==> config.mk <==
export PLATFORM = sky130hd
export DESIGN_NAME = div_count_n_flat
export DESIGN_NICKNAME = d
export VERILOG_FILES = /design/src/rtl/div_count_n_if.sv /design/src/rtl/div_count_n.sv /design/src/flat_wrapper.sv
export SDC_FILE = /design/constraint.sdc
export NUM_CORES = 1
export LEC_CHECK = 0
export CAP_MARGIN = 20
export CORE_MARGIN = 4
export CORE_UTILIZATION = 40
export CTS_CLUSTER_DIAMETER = 50
export CTS_CLUSTER_SIZE = 25
export DETAILED_ROUTE_END_ITERATION = 7
export PLACE_DENSITY_LB_ADDON = 0.2
export SLEW_MARGIN = 15
export SYNTH_ARGS = -nofsm -noshare
export SYNTH_HDL_FRONTEND = slang
export SYNTH_SLANG_ARGS = --single-unit
==> constraint.sdc <==
create_clock -name clk -period 6.51 [get_ports clk]
set_input_delay 1.302 -clock clk [delete_from_list [all_inputs] [get_ports clk]]
set_output_delay 1.302 -clock clk [all_outputs]
set_load 0.005 [all_outputs]
==> src/rtl/div_count_n_if.sv <==
// Handshake bundle for div_count_n: control inputs and the divided/tick outputs.
// The master side drives en/clr/div_val; the slave side is the divider.
interface div_count_n_if #(
    parameter int DIV_W = 8,
    parameter int CNT_W = 4
);
    logic             en;
    logic             clr;
    logic [DIV_W-1:0] div_val;
    logic             div_pulse;
    logic             div_clk;
    logic [CNT_W-1:0] po_cnt;
    logic             cnt_wrap;

    modport master (
        output en, clr, div_val,
        input  div_pulse, div_clk, po_cnt, cnt_wrap
    );

    modport slave (
        input  en, clr, div_val,
        output div_pulse, div_clk, po_cnt, cnt_wrap
    );
endinterface

==> src/rtl/div_count_n.sv <==
// Programmable divide-by-N tick generator with tick counter and optional divided clock.
// Define DIV_COUNT_N_DIVCLK_EN to build the registered div_clk output; otherwise it is tied to 0.
module div_count_n #(
    parameter int DIV_W   = 8,
    parameter int CNT_W   = 4,
    parameter int DIV_DEF = 4
) (
    input  logic         clk,
    input  logic         rst_n,
    div_count_n_if.slave bus
);

    logic [DIV_W-1:0] div_n;
    logic [DIV_W-1:0] div_cnt;
    logic [DIV_W-1:0] n_eff;
    logic             period_end;
    logic             div_pulse_q;
    logic [CNT_W-1:0] po_cnt_q;
    logic             cnt_wrap_q;

    // Ratios below 2 cannot produce a distinct tick, so they saturate up to 2.
    function automatic logic [DIV_W-1:0] sat_ratio(input logic [DIV_W-1:0] n);
        return (n < DIV_W'(2)) ? DIV_W'(2) : n;
    endfunction

    assign n_eff      = sat_ratio(div_n);
    assign period_end = (div_cnt == n_eff - DIV_W'(1));

    always_ff @(posedge clk or negedge rst_n) begin
        if (!rst_n) begin
            div_cnt     <= '0;
            div_n       <= DIV_W'(DIV_DEF);
            div_pulse_q <= 1'b0;
        end else if (bus.clr) begin
            div_cnt     <= '0;
            div_n       <= bus.div_val;
            div_pulse_q <= 1'b0;
        end else if (bus.en) begin
            if (period_end) begin
                div_cnt     <= '0;
                div_n       <= bus.div_val;
                div_pulse_q <= 1'b1;
            end else begin
                div_cnt     <= div_cnt + DIV_W'(1);
                div_pulse_q <= 1'b0;
            end
        end else begin
            div_pulse_q <= 1'b0;
        end
    end

    // Tick counter trails div_pulse by one edge and ignores en.
    always_ff @(posedge clk or negedge rst_n) begin
        if (!rst_n) begin
            po_cnt_q   <= '0;
            cnt_wrap_q <= 1'b0;
        end else if (bus.clr) begin
            po_cnt_q   <= '0;
            cnt_wrap_q <= 1'b0;
        end else begin
            cnt_wrap_q <= div_pulse_q && (po_cnt_q == '1);
            if (div_pulse_q) begin
                po_cnt_q <= po_cnt_q + CNT_W'(1);
            end
        end
    end

`ifdef DIV_COUNT_N_DIVCLK_EN
    logic             div_clk_q;
    logic [DIV_W-1:0] half_m1;

    // High for floor(N/2) cycles starting at the tick, low for the remainder.
    assign half_m1 = (n_eff >> 1) - DIV_W'(1);

    always_ff @(posedge clk or negedge rst_n) begin
        if (!rst_n) begin
            div_clk_q <= 1'b0;
        end else if (bus.clr) begin
            div_clk_q <= 1'b0;
        end else if (bus.en) begin
            if (period_end) begin
                div_clk_q <= 1'b1;
            end else if (div_cnt == half_m1) begin
                div_clk_q <= 1'b0;
            end
        end
    end

    assign bus.div_clk = div_clk_q;
`else
    assign bus.div_clk = 1'b0;
`endif

    assign bus.div_pulse = div_pulse_q;
    assign bus.po_cnt    = po_cnt_q;
    assign bus.cnt_wrap  = cnt_wrap_q;

endmodule

==> src/flat_wrapper.sv <==
// flat-port wrapper written by rule: the top's interface ports become plain ports
module div_count_n_flat 
#(
    parameter int DIV_W   = 8,
    parameter int CNT_W   = 4,
    parameter int DIV_DEF = 4
)
  (clk, rst_n, bus_en, bus_clr, bus_div_val, bus_div_pulse, bus_div_clk, bus_po_cnt, bus_cnt_wrap);
  div_count_n_if #(.DIV_W(DIV_W), .CNT_W(CNT_W)) bus_i ();
  input  logic clk;
  input  logic rst_n;
  input wire logic [$bits(bus_i.en)-1:0] bus_en;
  input wire logic [$bits(bus_i.clr)-1:0] bus_clr;
  input wire logic [$bits(bus_i.div_val)-1:0] bus_div_val;
  output wire logic [$bits(bus_i.div_pulse)-1:0] bus_div_pulse;
  output wire logic [$bits(bus_i.div_clk)-1:0] bus_div_clk;
  output wire logic [$bits(bus_i.po_cnt)-1:0] bus_po_cnt;
  output wire logic [$bits(bus_i.cnt_wrap)-1:0] bus_cnt_wrap;
  assign bus_i.en = bus_en;
  assign bus_i.clr = bus_clr;
  assign bus_i.div_val = bus_div_val;
  assign bus_div_pulse = bus_i.div_pulse;
  assign bus_div_clk = bus_i.div_clk;
  assign bus_po_cnt = bus_i.po_cnt;
  assign bus_cnt_wrap = bus_i.cnt_wrap;
  div_count_n #(.DIV_W(DIV_W), .CNT_W(CNT_W), .DIV_DEF(DIV_DEF)) u_core (.clk(clk), .rst_n(rst_n), .bus(bus_i));
endmodule
==> results.cfg <==
[outcome]
outcome = finished clean

[synth]
yosys_warnings = 0
ys_types = 40
yosysSeqAreaShare = 0.419
synth_cells = 131
yosys_register_bits = 22
yosys.area.top_type_share = 0.399
synth_area_leaders = dfrtp_1 (40%), mux2_4 (6.8%), nor2_1 (4.0%), xnor2_1 (4.0%), nand3_1 (3.4%)
syn_area_per_cell_sq_um = 10.1
synth_ff_type = dfrtp_1
netlist_area_sq_um = 1320
synth_edf_count = 0
syn_nets = 146
ys_async_sr_fraction = 1.00
yosys.area.top_type = dfrtp_1

[critical_path]
rr_endpoint = u_core.div_n[6]
startpoint = u_core.div_n[6]
startpoint_type = register
crit_required_ps = 6720
r2r_start = u_core.div_n[6]
worstPathArrival_ps = 3500
r2r_cells = 9
rrSetupSlack_ps = 3220
cp_max_fo = 8
crit_path_end = u_core.div_n[6]
cp-end-kind = register
crit_type = reg2reg

[place]
io_buffer_count = 17
dp_hpwl_microns = 1910
dpl_cell_area_sq_um = 1510
finalWeightedCongestion = 0.805
placed_cells = 185

[flow_run]
maxCapViolCount = 0

[global_routing]
antenna_found_initial = 0
grt_pass1_vias = 981
grt_max_degree = 23
grt_pass1_wl_microns = 4490
grt_usage = 0.138
grt-ovfl-total = 0

[final_layout]
area_growth_pct = 18.3
fin_cells = 189
fin_area_sq_um = 1560
final_common_cell = dfrtp_1
n_antenna_cell = 0
layout_common_cells = dfrtp_1 (21), clkdlybuf4s50_1 (16), nor2_1 (14)
layout.nets = 161
layout-drive-gt1-share = 0.124

[cts]
ctsResizeCount = 0
cts_setup_buffers = 0
cts_buffers = 3
cts.hold.buffers_added = 0
root_buffer = clkbuf_4
clockBufferDepth = 2
htree_levels = 1
clock_sinks = 22
clk_pin_slew_ps = 120
worstSkewPairLatency_ps = 310
cts_tree = built

[floorplanning]
dieArea_sq_um = 4280
initial_core_util = 0.425
pin_count = 19
rows = 20
core_sq_um = 3100
dieWidth_microns = 65.4
die_h_microns = 65.4

[drt]
wl_met1_microns = 1310
drt_iter0_drc = 42
dr_total_vias = 1012
dr_wl_met3_microns = 74
met2_length_microns = 1130
via_per_inst = 5.35
ant_nets = 0
highest_layer = met4
wl_per_cell_microns = 13.5
drc = 0
dr.pass1.iters = 4
wirelength_microns = 2560

[power]
power.density_nw_per_um2 = 201
ir_worst_vdd_mv = 0.0962
leakage_nw = 0.638
totalPowerFinal_w = 0.000314

[timing]
fmax_mhz = 304
maxSlewViolCount = 0
fin_worst_skew_ps = 1.45
hold_violations = 0
relSlewSlack = 0.544
min_period_ps = 3290
worst_pin_slew_ps = 681
grt_setup_unrepaired = no
setup_viol = 0
fin_tns_setup_ps = 0
period_share = 0.506

[hold_path]
hp-class = reg2reg
-- cells by family after synthesis --
group,Yosys count,share of synthesized area
other,1,0.00285
DFF,22,0.419
buffers and inverters,7,0.0237
muxes,10,0.102
xor gates and xnor gates,11,0.0731
AOI/OAI and AO/OA,22,0.126
and+or+nand+nor,55,0.225
adders and majority gates,3,0.0285
-- per-stage QoR --
step	setup slack, ps	hold slack [ps]	util
CTS	3220	567	0.504
floorplan	3520	515	-
finish	3220	564	0.502
detailed placement	3240	549	0.487
global placement	3370	527	0.487
global route	2980	594	0.502
-- Yosys cell counts, types with 2 or more instances --
master,number
xnor2_1,6
nand2_1,4
mux2_4,6
and3_1,5
nor2_1,14
dfrtp_1,21
a21oi_1,3
o21ai_0,8
nor3_1,5
ha_1,3
mux2_2,3
nand2b_1,4
clkbuf_1,4
nor4_1,5
nor3b_1,2
xor2_1,5
nand3_1,9
o211ai_1,2
-- worst min path at each step --
| stage | slack (ps) | end | depth (start not counted) | from |
|---|---|---|---|---|
| 2_1_floorplan | 520 | u_core.div_n[6] | 1 | u_core.div_n[6] |
| 4_1_cts | 570 | u_core.bus.cnt_wrap | 2 | u_core.bus.po_cnt[3] |
| 3_3_place_gp | 530 | u_core.div_n[6] | 1 | u_core.div_n[6] |
| 3_5_place_dp | 550 | u_core.bus.cnt_wrap | 2 | u_core.bus.po_cnt[3] |
| 6_report | 560 | u_core.bus.cnt_wrap | 2 | u_core.bus.po_cnt[3] |
| 5_1_grt | 590 | u_core.div_n[6] | 1 | u_core.div_n[6] |
-- registers in the layout, indices dropped and copies added (netlist names) --
signal,count
u_core.div_n,8
u_core.bus.cnt_wrap,1
u_core.bus.div_pulse,1
u_core.div_cnt,8
u_core.bus.po_cnt,4
-- routing by layer --
metal,vias to the layer above,track usage
li1,505,-
met4,0,0.0622
met1,490,0.190
met2,13,0.211
met5,-,0
met3,4,0.0222
-- area by class of cell --
| class | count | area [sq um] |
|---|---|---|
| Clock buffer | 3 | 22.5 |
| Clock inverter | 1 | 30.0 |
| Fill cell | 295 | 1540 |
| Multi-Input combinational cell | 102 | 734 |
| Sequential cell | 22 | 552 |
| Tap cell | 44 | 55.1 |
| Timing Repair Buffer | 17 | 165 |
-- report_power, final --
part / internal (W) / switching (W)
Clock: 0.0000623 / 0.0000431
Combinational: 0.0000282 / 0.0000258
Sequential: 0.000143 / 0.0000107
Total: 0.000234 / 0.0000796
-- critical path: stages (launching register included) --
cell and delay (ps):
dfrtp_1 420, or4_1 640, o21ai_1 250, ha_1 240
nor3b_1 340, nand3_1 120, nor3b_1 170, and3_4 190
a41oi_4 420, mux2_2 390
Note: power is estimated with default switching activity, not from simulation.
==> edit, RTL diff (same settings) <==
`CNT_W` is set to 4 in 3 places; all go to 6.
--- a/src/rtl/div_count_n_if.sv
+++ b/src/rtl/div_count_n_if.sv
@@ -2,7 +2,7 @@
 // The master side drives en/clr/div_val; the slave side is the divider.
 interface div_count_n_if #(
     parameter int DIV_W = 8,
-    parameter int CNT_W = 4
+    parameter int CNT_W = 6
 );
     logic             en;
     logic             clr;
--- a/src/rtl/div_count_n.sv
+++ b/src/rtl/div_count_n.sv
@@ -2,7 +2,7 @@
 // Define DIV_COUNT_N_DIVCLK_EN to build the registered div_clk output; otherwise it is tied to 0.
 module div_count_n #(
     parameter int DIV_W   = 8,
-    parameter int CNT_W   = 4,
+    parameter int CNT_W   = 6,
     parameter int DIV_DEF = 4
 ) (
     input  logic         clk,
--- a/src/flat_wrapper.sv
+++ b/src/flat_wrapper.sv
@@ -2,7 +2,7 @@
 module div_count_n_flat 
 #(
     parameter int DIV_W   = 8,
-    parameter int CNT_W   = 4,
+    parameter int CNT_W   = 6,
     parameter int DIV_DEF = 4
 )
   (clk, rst_n, bus_en, bus_clr, bus_div_val, bus_div_pulse, bus_div_clk, bus_po_cnt, bus_cnt_wrap);
Interface: changed (resized bus_po_cnt); port bits go from 19 to 21. The function was not compared with the original's and may differ.
==> edit against the original RTL <==
Clock skew barely moved. Sequential cell count rose by 2. Synthesized area rose by 4.7%. Total power down 10%. Worst setup slack gained 0.34 ns. Sequential share of layout area grew 1.6 points. Critical path depth up 2. Final area grew 4.3%. Global-route usage decreased by 0.84 points. Wire length is 1.8% higher. First-iteration DRC count rose by 9.5%. Critical endpoint is now u_core.div_n[7]. Highest routed layer unchanged.
==> edit: results (changes against the original RTL) <==
number of global-route vias before repair=973 (was 981); synth cell count leaders=dfrtp_1, nor2_1, nand2_1, xnor2_1, xor2_1 (was dfrtp_1, nor2_1, nand3_1); fin nets=167 (was 161); Port Buffers=19 (was 17); slowest CP cell=a31oi_1 (was or4_1); syn_nets=147 (was 146); hpwl dp=1.99 mm (was 1.91 mm); Layout Cells excl Fill=197 (was 189); worst skew pair latency=0.31 ns (about the same); layout cells sized above 1=0.113 (was 0.124); VDD IR-drop max=67.7 uV (was 96.2 uV); Placement Setup Slack=3.24 ns (about the same); Unique masters post-synth=45 (was 40); first-pass GRT wire length=4.40 mm (was 4.49 mm); hold path endpoint=u_core.bus.cnt_wrap (unchanged); sequential share of the synthesized area=0.436 (was 0.419); clock skew=0.00146 ns (was 0.00145 ns); Post-CTS Resized=0 (unchanged); RR Endpoint=u_core.div_n[7] (was u_core.div_n[6]); synthesis warning total=0 (unchanged); largest net degree at the start of global routing=25 (was 23); Placer Congestion=0.875 (was 0.805); CP required=6.72 ns (about the same); Worst R2R Start=u_core.div_n[7] (was u_core.div_n[6]); CP peak stage delay=0.52 ns (was 0.64 ns); worst min path class=reg2reg (unchanged); Metal-1 WL=1.30 mm (was 1.31 mm); total track usage=0.129 (was 0.138); min-delay src=u_core.bus.po_cnt[5] (was u_core.bus.po_cnt[3]); ANT cells=0 (unchanged); Routed WL per cell=13.2 um (was 13.5 um); post-synthesis instance total=132 (was 131); antenna violations before repair=0 (unchanged); Hold Path Cell Cnt=2 (unchanged); synth top area cells=dfrtp_1, mux2_4, xnor2_1, xor2_1, ha_1 (was dfrtp_1, mux2_4, nor2_1, xnor2_1, nand3_1); WL met3=96 um (was 74 um); root buffer cell=clkbuf_4 (unchanged); critical path class=reg2reg (unchanged); cts bufs inserted=3 (unchanged); Post-CTS Setup Inserts=0 (unchanged); TritonRoute pass-1 iters=4 (unchanged); cell total after placement=193 (was 185); drt initial violations=46 (was 42); fill cell count=331 (was 295); met2 WL post-DR=1.16 mm (was 1.13 mm); ys async rst share=1.00 (unchanged); status=finished clean (unchanged); flop-to-flop setup slack=3.56 ns (was 3.22 ns); Worst Reg-to-Reg Cells=11 (was 9); Setup crit start=u_core.div_n[7] (was u_core.div_n[6]); P_leak=0.697 nW (was 0.638 nW); vias per cell=5.16 (was 5.35); actual slew at the worst max-slew pin=0.586 ns (was 0.681 ns)
==> edit: cell families after synthesis <==
family | count (synthesis) | share of synthesized area
adders and majority gates | 3 | 0.0272
buffers and inverters | 8 | 0.0308
xor gates and xnor gates | 16 | 0.102
and+or+nand+nor | 51 | 0.203
muxes | 10 | 0.0997
DFF | 24 | 0.436
AOI/OAI and AO/OA | 19 | 0.0988
other | 1 | 0.00272
==> edit: worst max-delay path by stage <==
stage / end / slack, ns / cells after the start
after floorplan: u_core.div_n[0] / 4.08 / 11
after global placement: u_core.div_n[7] / 3.28 / 4
after detailed placement: u_core.div_n[7] / 3.24 / 4
after CTS: u_core.div_n[7] / 3.56 / 11
after global routing: u_core.div_n[7] / 3.38 / 11
final: u_core.div_n[7] / 3.56 / 11
==> edit: per-layer routing <==
| metal | GRT usage | vias to the layer above |
|---|---|---|
| met5 | 0 | - |
| met4 | 0.0609 | 0 |
| met3 | 0.0219 | 5 |
| met2 | 0.194 | 16 |
| met1 | 0.179 | 487 |
| li1 | - | 508 |
==> edit: report_power, final <==
| part | switching, W | internal, W | leakage (nW) |
|---|---|---|---|
| Clock | 0.0000435 | 0.0000240 | 0.0150 |
| Sequential | 0.0000107 | 0.000156 | 0.315 |
| Combinational | 0.0000209 | 0.0000262 | 0.367 |
| Total | 0.0000751 | 0.000206 | 0.697 |
==> edit: final cells by class <==
class | count | area share
well taps | 46 | 0.0354
multi-input cells | 100 | 0.453
flip-flops and latches | 24 | 0.370
repair buffers | 20 | 0.119
inverters | 3 | 0.00693
clock buffers | 4 | 0.0162
==> edit: critical path: cells and delay by family (launching register included) <==
kind	cells	cell delay, ns
AND/OR/NAND/NOR	4	0.70
AO/OA/AOI/OAI	2	0.58
flip-flops	1	0.45
multiplexers	1	0.33
XOR/XNOR	2	0.31
buffers and inverters	1	0.29
adder cells (fa/ha/maj)	1	0.21
==> edit: stage by stage <==
| step | hold WS, ns | instance area, um2 | utilization |
|---|---|---|---|
| 3_3_place_gp | 0.531 | 1600 | 0.481 |
| 3_5_place_dp | 0.536 | 1600 | 0.481 |
| 5_1_grt | 0.573 | 1630 | 0.487 |
| 4_1_cts | 0.557 | 1630 | 0.489 |
| 6_report | 0.546 | 1630 | 0.487 |
| 2_1_floorplan | 0.521 | 1380 | - |
